$ cat config.mk
export PLATFORM = sky130hd
export DESIGN_NAME = janela_interp_flat
export DESIGN_NICKNAME = d
export VERILOG_FILES = /design/src/rtl/janela_interp_if.sv /design/src/rtl/janela_interp.sv /design/src/flat_wrapper.sv
export SDC_FILE = /design/constraint.sdc
export NUM_CORES = 1
export LEC_CHECK = 0
export BUFFER_PORTS_ARGS = -buffer_cell sky130_fd_sc_hd__buf_2
export CORE_UTILIZATION = 35
export DETAILED_ROUTE_END_ITERATION = 6
export GPL_TIMING_DRIVEN = 0
export HOLD_SLACK_MARGIN = 0.02
export SETUP_SLACK_MARGIN = 0.05
export SLEW_MARGIN = 20
export SYNTH_ARGS = -nofsm -noshare
export SYNTH_HDL_FRONTEND = slang
export SYNTH_SLANG_ARGS = --single-unit
$ cat constraint.sdc
create_clock -name clk -period 2.14 [get_ports clk]
set_input_delay 0.107 -clock clk [delete_from_list [all_inputs] [get_ports clk]]
set_output_delay 0.107 -clock clk [all_outputs]
set_load 0.02 [all_outputs]
$ cat src/rtl/janela_interp_if.sv
// Handshake bundle for janela_interp: upstream sample port plus the
// seven-tap window presented to the downstream filter.
interface janela_interp_if #(
  parameter int DATA_WIDTH = 8
);
  logic signed [DATA_WIDTH-1:0] in_data;
  logic                         in_valid;
  logic                         in_ready;
  logic signed [DATA_WIDTH+1:0] tap0;
  logic signed [DATA_WIDTH+1:0] tap1;
  logic signed [DATA_WIDTH+1:0] tap2;
  logic signed [DATA_WIDTH+1:0] tap3;
  logic signed [DATA_WIDTH+1:0] tap4;
  logic signed [DATA_WIDTH+1:0] tap5;
  logic signed [DATA_WIDTH+1:0] tap6;
  logic                         out_valid;
  logic                         out_ready;

  modport master (
    output in_data, in_valid, out_ready,
    input  in_ready, tap0, tap1, tap2, tap3, tap4, tap5, tap6, out_valid
  );

  modport slave (
    input  in_data, in_valid, out_ready,
    output in_ready, tap0, tap1, tap2, tap3, tap4, tap5, tap6, out_valid
  );
endinterface

$ cat src/rtl/janela_interp.sv
// Upsample-by-2 tap window: zero-stuffs input samples (x2 gain) and presents
// the seven newest upsampled values to the 7-tap interpolation filter.
module janela_interp #(
  parameter int DATA_WIDTH = 8
) (
  input  logic           clk,
  input  logic           rst,
  input  logic           limpa,
  janela_interp_if.slave bus
);
  localparam int TW = DATA_WIDTH + 2;

  typedef enum logic {AMOSTRA = 1'b0, ZERO = 1'b1} fase_t;

  logic signed [TW-1:0] tap_p0 [7];
  logic [2:0]           cnt;
  fase_t                fase;
  logic                 vld_p0;
  logic                 adv;
  logic                 aceita;
  logic                 desloca;
  logic signed [TW-1:0] novo;

  // x2 restores unity DC gain lost to zero-stuffing; the result always fits TW bits
  function automatic logic signed [TW-1:0] ganho(input logic signed [DATA_WIDTH-1:0] x);
    logic signed [TW-1:0] ext;
    ext = {{2{x[DATA_WIDTH-1]}}, x};
    return ext <<< 1;
  endfunction

  function automatic logic [2:0] cnt_sat(input logic [2:0] c);
    return (c == 3'd7) ? 3'd7 : c + 3'd1;
  endfunction

  assign adv          = !vld_p0 || bus.out_ready;
  assign bus.in_ready = (fase == AMOSTRA) && adv && !rst && !limpa;
  assign aceita       = bus.in_valid && bus.in_ready;
  assign desloca      = aceita || ((fase == ZERO) && adv);
  assign novo         = (fase == AMOSTRA) ? ganho(bus.in_data) : '0;

  // Stage p0: tap window, fill counter, phase and output valid
  always_ff @(posedge clk or posedge rst) begin
    if (rst) begin
      for (int k = 0; k < 7; k++) tap_p0[k] <= '0;
      cnt    <= '0;
      fase   <= AMOSTRA;
      vld_p0 <= 1'b0;
    end else if (limpa) begin
      for (int k = 0; k < 7; k++) tap_p0[k] <= '0;
      cnt    <= '0;
      fase   <= AMOSTRA;
      vld_p0 <= 1'b0;
    end else if (desloca) begin
      for (int k = 6; k > 0; k--) tap_p0[k] <= tap_p0[k-1];
      tap_p0[0] <= novo;
      cnt       <= cnt_sat(cnt);
      fase      <= (fase == AMOSTRA) ? ZERO : AMOSTRA;
      vld_p0    <= (cnt_sat(cnt) == 3'd7);
    end else if (bus.out_ready) begin
      vld_p0 <= 1'b0;
    end
  end

  assign bus.tap0      = tap_p0[0];
  assign bus.tap1      = tap_p0[1];
  assign bus.tap2      = tap_p0[2];
  assign bus.tap3      = tap_p0[3];
  assign bus.tap4      = tap_p0[4];
  assign bus.tap5      = tap_p0[5];
  assign bus.tap6      = tap_p0[6];
  assign bus.out_valid = vld_p0;
endmodule

$ cat src/flat_wrapper.sv
// flat-port wrapper written by rule: the top's interface ports become plain ports
module janela_interp_flat 
#(
  parameter int DATA_WIDTH = 8
)
  (clk, rst, limpa, bus_in_data, bus_in_valid, bus_out_ready, bus_in_ready, bus_tap0, bus_tap1, bus_tap2, bus_tap3, bus_tap4, bus_tap5, bus_tap6, bus_out_valid);
  janela_interp_if #(.DATA_WIDTH(DATA_WIDTH)) bus_i ();
  input  logic clk;
  input  logic rst;
  input  logic limpa;
  input wire logic [$bits(bus_i.in_data)-1:0] bus_in_data;
  input wire logic [$bits(bus_i.in_valid)-1:0] bus_in_valid;
  input wire logic [$bits(bus_i.out_ready)-1:0] bus_out_ready;
  output wire logic [$bits(bus_i.in_ready)-1:0] bus_in_ready;
  output wire logic [$bits(bus_i.tap0)-1:0] bus_tap0;
  output wire logic [$bits(bus_i.tap1)-1:0] bus_tap1;
  output wire logic [$bits(bus_i.tap2)-1:0] bus_tap2;
  output wire logic [$bits(bus_i.tap3)-1:0] bus_tap3;
  output wire logic [$bits(bus_i.tap4)-1:0] bus_tap4;
  output wire logic [$bits(bus_i.tap5)-1:0] bus_tap5;
  output wire logic [$bits(bus_i.tap6)-1:0] bus_tap6;
  output wire logic [$bits(bus_i.out_valid)-1:0] bus_out_valid;
  assign bus_i.in_data = bus_in_data;
  assign bus_i.in_valid = bus_in_valid;
  assign bus_i.out_ready = bus_out_ready;
  assign bus_in_ready = bus_i.in_ready;
  assign bus_tap0 = bus_i.tap0;
  assign bus_tap1 = bus_i.tap1;
  assign bus_tap2 = bus_i.tap2;
  assign bus_tap3 = bus_i.tap3;
  assign bus_tap4 = bus_i.tap4;
  assign bus_tap5 = bus_i.tap5;
  assign bus_tap6 = bus_i.tap6;
  assign bus_out_valid = bus_i.out_valid;
  janela_interp #(.DATA_WIDTH(DATA_WIDTH)) u_core (.clk(clk), .rst(rst), .limpa(limpa), .bus(bus_i));
endmodule
==> metrics.csv <==
metric;value;unit
DRC viols;0;
Site Rows;33;
post-route cell area;3862;um^2
RD Place Congestion;0.6818;
core area;8217;um^2
Port Buf Inserts;76;
worst-case reg-to-reg path depth;5;
share of layout cells above drive strength 1;58.73;%
Cells after DPL;457;
Num Clock Sinks;61;
R2R Path Start;u_core.fase;
Tightest Hold Check Type;in2reg;
Post-synth top cells;61 x dfrtp_1, 49 x a21oi_2, 49 x nand2_1;
die area;8866;um^2
CP Data Required Time;2.33;ns
maxcap violations;0;
n_diodes;0;
Min-Delay Endpoint;u_core.bus.out_valid;
post-CTS resize count;0;
first-pass GRT wire length;10360;um
Mapped Area;2973;um^2
cell type with the largest total area after synthesis;dfrtp_1;
nets;387;
Post-Route Utilization;47.01;%
Finished Layout Cells;483;
Synth area leaders;dfrtp_1 51%, a21oi_2 14%, nand2_2 10%, nand2_1 6.2%, buf_12 4.0%;
Async S/R FF share, synth;100.0;%
largest net degree at the start of global routing;46;
fin crit share;68.81;%
CTS max path bufs;2;
post-synthesis sequential area ratio;51.35;%
CP Class;in2reg;
Total GRT Usage;15.49;%
Initial Util;36.18;%
DR vias;2136;
Die X;94.16;um
pwr dens;685.0;nW/um^2
Max VDD drop;0.4712;mV
Setup violations, final;0;
vias per cell;4.422;
CTS H-tree depth;3;
Crit Path Max Fanout;10;
top-area cell type share of the netlist area;51.35;%
synth warn;0;
Initial DRT Pass Iterations;4;
Worst Setup SP;limpa;
Synth cell types;27;
clk_lat worst skew;0.33;ns
vias in the first global route;2135;
reg-to-reg setup timing slack;0.74;ns
Area Overhead vs Synth;29.92;%
setup repair after global routing missed its margin;no;
Cells after Synth;269;
CTS buffer count;9;
most numerous cell in the Yosys netlist;dfrtp_1;
Critical Path Start Type;input port;
WL final;6153;um
IO Count;85;
Rel. slew slack;52.62;%
Congestion Overflow GR;0;
Tmin final;1.473;ns
TritonCTS clock tree;yes;
Placed Instance Area;3537;um^2
WL/cell;12.74;um
Seq. cell area;1526;um^2
worst hold path startpoint;bus_out_ready;
dpl hpwl;4396;um
CTS Root Cell;clkbuf_8;
worst hold slack;0.08425;ns
worst slew pin tran;0.7108;ns
Crit path arrival time;1.66;ns
Mapped Avg Cell Area;11.05;um^2
CTS clk-pin slew, worst paths;0.07;ns
Crit. End Element;flop;
Post-synth EDFFs;0;
synthesized flop and latch total;61;
Post-Place Worst Slack;0.7394;ns
antenna violations before repair;0;
hold path cells;3;
Top FF cell, synth;dfrtp_1;
max-slew violations;0;
Fill cells;793;
post-route ant nets;0;
Die Height;94.16;um
Reg-to-Reg End;u_core.bus.tap6[5];
violation count after the first detailed-route iteration;105;
fmax;679.1;MHz
LEAKAGE;1.844;nW
final hold violations;0;
status;completed;
Worst Skew;0.006325;ns
postcts setup bufs;0;
post-route worst setup slack;0.6674;ns
area of the multi-input gates;1174;um^2
==> through the flow <==
step | total power, W | setup TNS (ns)
floorplan | 0.001432 | 0
global placement | 0.001499 | -30.31
detailed placement | 0.001510 | 0
CTS | 0.002685 | 0
global route | 0.002773 | 0
finish | 0.002646 | 0
==> critical path, cell delays in order <==
cell and delay (ns):
dlygate4sd3_1 0.55, buf_6 0.16, nor3b_4 0.21, o21ai_2 0.09, buf_4 0.18, buf_2 0.19
nand2_1 0.11, a21oi_2 0.06
==> layer usage <==
| layer | up-vias | track usage [%] | share of wire [%] |
|---|---|---|---|
| met5 | - | 0 | 0 |
| met1 | 989 | 18.51 | 44 |
| li1 | 1070 | - | - |
| met2 | 72 | 25.72 | 48 |
| met3 | 5 | 6.472 | 7.1 |
| met4 | 0 | 3.590 | 0.93 |
==> layout by cell type (no fill, tap or decap), types with 2 or more instances in the layout <==
master / n
buf_12: 6
clkbuf_8: 11
bufinv_16: 2
a21oi_2: 49
clkbuf_1: 8
nand2_2: 48
clkinv_2: 2
dfrtp_1: 61
dlygate4sd3_1: 10
buf_2: 78
nor2_1: 3
a22o_1: 8
buf_4: 16
a21o_1: 2
nand2_1: 49
a21oi_1: 2
conb_1: 7
==> registers in the layout, indices dropped and copies added (netlist names) <==
name,count
u_core.bus.tap0,8
u_core.bus.tap1,8
u_core.bus.tap2,8
u_core.bus.tap3,8
u_core.bus.tap4,8
u_core.bus.tap5,8
u_core.bus.tap6,8
u_core.cnt,3
u_core.bus.out_valid,1
u_core.fase,1
==> repair_timing <==
item | in CTS | in global routing
hold buffers | 10 | 0
endpoints found under the hold margin | 26 | 0
endpoints found under the setup margin | 0 | 0
==> cell type report <==
class / count / area share, %
tap: 105 / 3.401
buffer: 32 / 7.451
clock inverter: 4 / 1.814
sequential: 61 / 39.52
clock buffer: 12 / 4.017
multi-input combinational: 180 / 30.39
timing repair buffer: 87 / 13.15
inverter: 2 / 0.2592
==> how the worst max path moves through the flow <==
| stage | to | slack [ns] | cells after the start |
|---|---|---|---|
| 6_report | u_core.bus.tap6[6] | 0.67 | 8 |
| 5_1_grt | u_core.bus.tap6[4] | 0.58 | 8 |
| 4_1_cts | u_core.bus.tap3[8] | 0.67 | 7 |
| 3_5_place_dp | u_core.bus.tap3[8] | 0.74 | 4 |
| 3_3_place_gp | u_core.bus.tap0[5] | -0.64 | 5 |
| 2_1_floorplan | u_core.bus.tap0[8] | 0.12 | 4 |
==> cell families (layout without fill, tap and decap cells) <==
logic type                 count (synthesis)  after routing  share of synthesized area, %
buffers and inverters                     34            137                         9.933
AOI/OAI and AO/OA                         66             66                         19.15
DFF                                       61             61                         51.35
other                                      1              7                        0.1261
and+or+nand+nor                          106            106                         19.02
adders and majority gates                  1              1                        0.4208
==> where the power goes <==
group	leakage (nW)	internal, W	total [W]	switching (W)
Clock	0.116	0.000716	0.00115	0.000432
Combinational	0.880	0.000121	0.000312	0.000192
Sequential	0.847	0.00117	0.00119	0.0000164
Total	1.84	0.00201	0.00265	0.000640
No activity file was read; power rests on OpenSTA's default activity.
